[src/rtl/updown_counter_pkg.sv]
// Purpose: shared constants and helpers for the up/down counter.
// Latency: n/a (constants and elaboration-time function only).
// Backpressure: n/a.
package updown_counter_pkg;

  // Direction encoding of the 'up' input
  localparam logic DIR_UP   = 1'b1;
  localparam logic DIR_DOWN = 1'b0;

  // Limit-mode encoding of the 'sat' input
  localparam logic MODE_WRAP = 1'b0;
  localparam logic MODE_SAT  = 1'b1;

  // Bits needed to count 0..p-1. Always at least 1 so PRESCALE=1 still
  // gets a legal (if trivial) register.
  function automatic int prescale_width(input int p);
    return (p <= 1) ? 1 : $clog2(p);
  endfunction

endpackage

[src/rtl/count_prescaler.sv]
// Purpose: emits one tick per PRESCALE enabled cycles; holds while en=0.
// Latency: tick is combinational with en on the PRESCALE-th enabled cycle.
// Backpressure: none; en acts as the only throttle.
// Ports: clk, rst (sync, active-high), en (advance), clr (sync clear),
//        tick (step strobe for the counter).
module count_prescaler
  import updown_counter_pkg::*;
#(
  parameter int PRESCALE = 4
) (
  input  logic clk,
  input  logic rst,
  input  logic en,
  input  logic clr,
  output logic tick
);

  localparam int PW = prescale_width(PRESCALE);
  localparam logic [PW-1:0] LAST = PW'(PRESCALE - 1);

  logic [PW-1:0] cnt;

  assign tick = en && (cnt == LAST);

  always_ff @(posedge clk) begin
    if (rst || clr) begin
      cnt <= '0;
    end else if (en) begin
      cnt <= tick ? '0 : cnt + 1'b1;
    end
  end

endmodule

[src/rtl/updown_counter.sv]
// Purpose: up/down counter with wrap or saturate at 0/MAX, load, wrap flag.
// Latency: count and wrap update one cycle after the inputs; at_limit is combinational.
// Backpressure: none; steps only on enabled cycles (every PRESCALE-th with
//   UPDOWN_COUNTER_PRESCALE_EN defined).
// Ports: clk, rst (sync, active-high), en, up, sat, load, load_val[WIDTH],
//        count[WIDTH], at_limit, wrap.
// Optional feature macro: UPDOWN_COUNTER_PRESCALE_EN (prescaler on en).
module updown_counter
  import updown_counter_pkg::*;
#(
  parameter int              WIDTH    = 4,
  parameter longint unsigned MAX      = (64'd1 << WIDTH) - 64'd1,
  parameter int              PRESCALE = 4
) (
  input  logic             clk,
  input  logic             rst,
  input  logic             en,
  input  logic             up,
  input  logic             sat,
  input  logic             load,
  input  logic [WIDTH-1:0] load_val,
  output logic [WIDTH-1:0] count,
  output logic             at_limit,
  output logic             wrap
);

  localparam logic [WIDTH-1:0] MAX_V = WIDTH'(MAX);

  logic step;

`ifdef UPDOWN_COUNTER_PRESCALE_EN
  // Load restarts the prescale period so a loaded value is held for a
  // full period before its first step.
  count_prescaler #(
    .PRESCALE (PRESCALE)
  ) u_prescaler (
    .clk  (clk),
    .rst  (rst),
    .en   (en),
    .clr  (load),
    .tick (step)
  );
`else
  logic unused_prescale;
  assign unused_prescale = ^PRESCALE;
  assign step = en;
`endif

  assign at_limit = ((up == DIR_UP)   && (count == MAX_V)) ||
                    ((up == DIR_DOWN) && (count == '0));

  // Priority rst > load > step. wrap flags any step taken at the limit,
  // whether it wrapped around or saturated in place.
  always_ff @(posedge clk) begin
    if (rst) begin
      count <= '0;
      wrap  <= 1'b0;
    end else if (load) begin
      count <= (load_val > MAX_V) ? MAX_V : load_val;
      wrap  <= 1'b0;
    end else if (step) begin
      wrap <= at_limit;
      if (at_limit) begin
        if (sat == MODE_WRAP) begin
          count <= (up == DIR_UP) ? '0 : MAX_V;
        end
      end else begin
        count <= (up == DIR_UP) ? count + 1'b1 : count - 1'b1;
      end
    end else begin
      wrap <= 1'b0;
    end
  end

endmodule

[config.mk]
export PLATFORM = sky130hd
export DESIGN_NAME = updown_counter
export DESIGN_NICKNAME = d
export VERILOG_FILES = /design/src/rtl/updown_counter_pkg.sv /design/src/rtl/count_prescaler.sv /design/src/rtl/updown_counter.sv
export SDC_FILE = /design/constraint.sdc
export NUM_CORES = 1
export LEC_CHECK = 0
export BUFFER_PORTS_ARGS = -buffer_cell sky130_fd_sc_hd__buf_2
export CAP_MARGIN = 20
export CELL_PAD_IN_SITES_DETAIL_PLACEMENT = 0
export CELL_PAD_IN_SITES_GLOBAL_PLACEMENT = 1
export CORE_MARGIN = 2
export CORE_UTILIZATION = 34
export CTS_CLUSTER_SIZE = 8
export DETAILED_ROUTE_END_ITERATION = 6
export GPL_TIMING_DRIVEN = 0
export PLACE_DENSITY = 0.8
export SLEW_MARGIN = 15
export SYNTH_ARGS = -nofsm -noshare
export SYNTH_HDL_FRONTEND = slang
export SYNTH_HIERARCHICAL = 1
export SYNTH_SLANG_ARGS = --single-unit
[constraint.sdc]
create_clock -name clk -period 1.9 [get_ports clk]
set_input_delay 0.095 -clock clk [delete_from_list [all_inputs] [get_ports clk]]
set_output_delay 0.095 -clock clk [all_outputs]
set_load 0.01 [all_outputs]
Yosys cells after proc, flatten, opt, wreduce, memory -nomap -nowiden --
Cells that the tools add are included.
Operators by class: add/sub/neg operators 2, multiply operators 0, div/mod/pow operators 0, $lt $le $gt $ge 1, equality and inequality tests 2, shift operators 0, multiplexer cells 7, bitwise operators 2, reduce and logical (&&, ||, !) cells 7
Operator list (number):
- 4-bit 2-to-1 mux | 7
- 4-bit by 1-bit adder with 4-bit output (second input constant) | 1
- 4-bit == test (second input constant) | 1
- 4-bit > comparator (second input constant) | 1
- 4-bit zero test | 1
- 4-bit by 1-bit subtractor with 4-bit output (second input constant) | 1
- 3-bit != test (second input constant) | 1
- 3-bit OR reduction | 1
- 1-bit logical AND | 2
- 1-bit NOT | 2
- 2-bit AND reduction | 1
- 2-bit nonzero test | 1
- 1-bit logical OR | 1
Storage, ports and cells: register bits after elaboration 5, bits in latches 0, RAM bits 0, ROM bits 0, logic and storage cells 23, memories kept 0

Logic depth before layout (Yosys ltp) --
depth after elaboration 6, depth in mapped cells 6

Worst setup path before layout --
Ideal clock, no wire load.
path kind flip-flop to flip-flop, start point register count[2], end point register count[3], library setup time 0.088 ns, data arrival time 1.746 ns, setup slack 0.066 ns, cell stages (with the launch flop) 6, period minus slack after synthesis 1.834 ns, path through dfxtp_1 -> ha_1 -> a21oi_1 -> a2111oi_1 -> or4b_1 -> o32ai_2
On the way: longest elaborated chain between the ends 6, elaborated cells between the ends (all ways) 13, classes of those cells 2 x add/sub; 2 x eq/ne; 4 x mux; 5 x reduce/logical
Ends and longest elaborated chain:
- start, declared | RTL line updown_counter.sv:22 | output logic [WIDTH-1:0] count,
- start signal, assigned | RTL line updown_counter.sv:59 | count <= (load_val > MAX_V) ? MAX_V : load_val;
- start signal, assigned | RTL line updown_counter.sv:65 | count <= (up == DIR_UP) ? '0 : MAX_V;
- start signal, assigned | RTL line updown_counter.sv:68 | count <= (up == DIR_UP) ? count + 1'b1 : count - 1'b1;
- parallel branches: the longest is 6 deep, another holds 4-bit by 1-bit subtractor with 4-bit output
Parallel ways; which one is timed is not known. The select of a mux whose other input is x is not followed. A chain may end at the register's enable or synchronous reset.

Worst setup path in the final report --
Same ends and word-level chain as after synthesis.

==> results.json <==
{
  "vias": 493,
  "postCtsSetupBuffers": 0,
  "synth_area_per_cell_um2": 8.645,
  "synth_edf_count": 0,
  "layout.cells.non_filler": 89,
  "numPortBuffers": 15,
  "register_area_um2": 105.1,
  "die-area_um2": 1714,
  "critPathRequiredTime_ps": 2050,
  "synth-seq-cells": 5,
  "dp.final_hpwl_um": 872.3,
  "arrival_ps": 1940,
  "grt_antenna_before_repair": 0,
  "vias_per_cell": 5.539,
  "synth_warnings": 6,
  "cts_sinks": 5,
  "status": "completed",
  "critPathKind": "flop to flop",
  "maxSlewViolCount": 0,
  "cpMaxStageDelayCell": "or4b_1",
  "worst_slew_pin_slew_ps": 339.8,
  "relSlewSlack_pct": 76.76,
  "nNetsFinal": 88,
  "hp-class": "primary input to flop",
  "cts.clk_slew.worst_paths_ps": 40,
  "grt.overflow.total": 0,
  "synth_area_leader_cell": "dfxtp_1",
  "rows": 13,
  "clock_latency_ps": 240,
  "critPathMaxFanout": 7,
  "gp_congestion": 0.7501,
  "start_util_pct": 36.54,
  "drt-total-wl_um": 1126,
  "cts_max_path_buffers": 2,
  "htreeDepth": 1,
  "ys_seq_area_share_pct": 21.05,
  "synth_nets": 68,
  "critPathMaxStageDelay_ps": 530,
  "ys.flop_type": "dfxtp_1",
  "core_um2": 1301,
  "end_kind": "flop",
  "postSynthCellCount": 55,
  "final_area_um2": 606.8,
  "fin_ws_ps": 115.3,
  "synth.most_common_cell": "nor2_1",
  "async_reset_ff_share_pct": 0,
  "areaGrowthSynthToFinish_pct": 27.63,
  "preCtsSetupSlack_ps": -24.68,
  "synth_area_leaders": "dfxtp_1 (21%), nor2_1 (6.3%), o221ai_4 (5.5%)",
  "grt_pass1_wl_um": 1925,
  "syn_area_um2": 475.5,
  "die-width_um": 41.40,
  "fmax_mhz": 560.3,
  "wl_per_cell_um": 12.65,
  "postCtsHoldBufs": 0,
  "fill_cells": 152,
  "crit_chain": "ha_2, a21oi_2, a2111oi_1, or4b_1, o32ai_2",
  "hold_viol_final": 0,
  "p_leak_nw": 0.2614,
  "drv_cap": 0,
  "drtIter0Drc": 5,
  "min_period_over_period_pct": 93.93,
  "irDropWorstVdd_uv": 405.1,
  "cts-root-buf": "clkbuf_4",
  "multi_input_area_um2": 370.4,
  "drc": 0,
  "synth_top_cell_area_share_pct": 21.05,
  "layout_min_cycle_time_ps": 1785,
  "rsz0062_at_grt": "no",
  "num_antenna_cells": 0,
  "clock_skew_ps": 2.861,
  "dpl_cell_area_um2": 569.3,
  "setup_viol_count_final": 0,
  "placedCellCount": 85,
  "ant_nets": 0,
  "grt_max_degree": 10,
  "cts_buffers": 3,
  "yosysUniqueCellTypes": 32,
  "grt_pass1_vias": 448,
  "cts_tree": "yes",
  "grtUsageTotal_pct": 17.13,
  "drive_above_1_share_pct": 37.84,
  "die_y_um": 41.40,
  "critPathLaunchType": "flop",
  "synth_top_cells_by_count": "nor2_1 (8), dfxtp_1 (5), nand2_1 (5), a21oi_1 (4)",
  "powerDensity_nw_per_um2": 656.7,
  "io_pins": 16,
  "first_pass_iters": 3
}
==> per-stage QoR <==
| stage | total power, mW | TNS (ps) | hold slack (ps) | utilization, % |
|---|---|---|---|---|
| floorplan | 0.2281 | 0 | 167.1 | - |
| global placement | 0.2717 | -24.45 | 350.5 | 43.75 |
| detailed placement | 0.2718 | -24.68 | 353.6 | 43.75 |
| CTS | 0.4008 | 0 | 85.66 | 45.87 |
| global route | 0.4330 | 0 | 95.95 | 46.63 |
| finish | 0.3985 | 0 | 94.71 | 46.63 |
==> registers in the layout (all words and copies together) (netlist names) <==
| register | count |
|---|---|
| count | 4 |
| wrap | 1 |
==> area by class of cell <==
class,count,share of cell area [%]
clock buffer,4,4.330
inverter,3,1.856
multi-input combinational,47,61.03
sequential,5,17.32
tap,15,3.093
timing repair buffer,15,12.37
==> logic make-up (layout without fill, tap and decap cells) <==
logic type | after synthesis | after routing | share of synthesized area [%]
DFF | 5 | 5 | 21.05
AOI/OAI and AO/OA | 17 | 17 | 32.90
and+or+nand+nor | 24 | 24 | 28.42
adders and majority gates | 3 | 3 | 9.473
buffers and inverters | 3 | 22 | 2.368
muxes | 1 | 1 | 2.105
xor gates and xnor gates | 2 | 2 | 3.685
==> cell usage in the layout, fill, tap and decap left out, types with 3 or more instances in the layout <==
cell type / count
inv_1: 3
nand2_1: 5
dfxtp_1: 3
nor2_1: 8
a21oi_1: 3
buf_2: 15
a211oi_1: 3
clkbuf_4: 3
==> layer usage <==
layer	vias to the layer above	wire (µm)	GRT usage (%)	share of wire (%)
li1	253	-	-	-
met1	231	543	22.36	48
met2	9	538	28.13	48
met3	0	44	5.319	3.9
met4	0	0	2.419	0
met5	-	0	0	0
==> what timing repair did <==
action	in CTS	in global routing
resized for setup	1	4
setup endpoints to repair	1	1
endpoints found under the hold margin	0	0
==> worst paths after layout <==
check	startpoint	end	slack (ps)	cells past startpoint
max	count[2]$_SDFFE_PP0P_	count[3]$_SDFFE_PP0P_	120	5
min reg2reg	count[1]$_SDFFE_PP0P_	count[1]$_SDFFE_PP0P_	550	2
min	rst	count[2]$_SDFFE_PP0P_	90	2
max reg2reg	count[2]$_SDFFE_PP0P_	count[3]$_SDFFE_PP0P_	120	5
==> power by group <==
part / internal (mW) / leakage, nW / switching, mW
Clock: 0.0794 / 0.0150 / 0.0438
Sequential: 0.115 / 0.0423 / 0.0195
Combinational: 0.0667 / 0.204 / 0.0740
Total: 0.261 / 0.261 / 0.137
==> critical path: cells and delay by family, from the launching register on <==
| kind | cells | cell delay (ps) |
|---|---|---|
| AOI/OAI and AO/OA | 3 | 460 |
| DFF | 1 | 380 |
| adders and majority gates | 1 | 310 |
| and+or+nand+nor | 1 | 530 |
(Power assumes the default switching activity.)
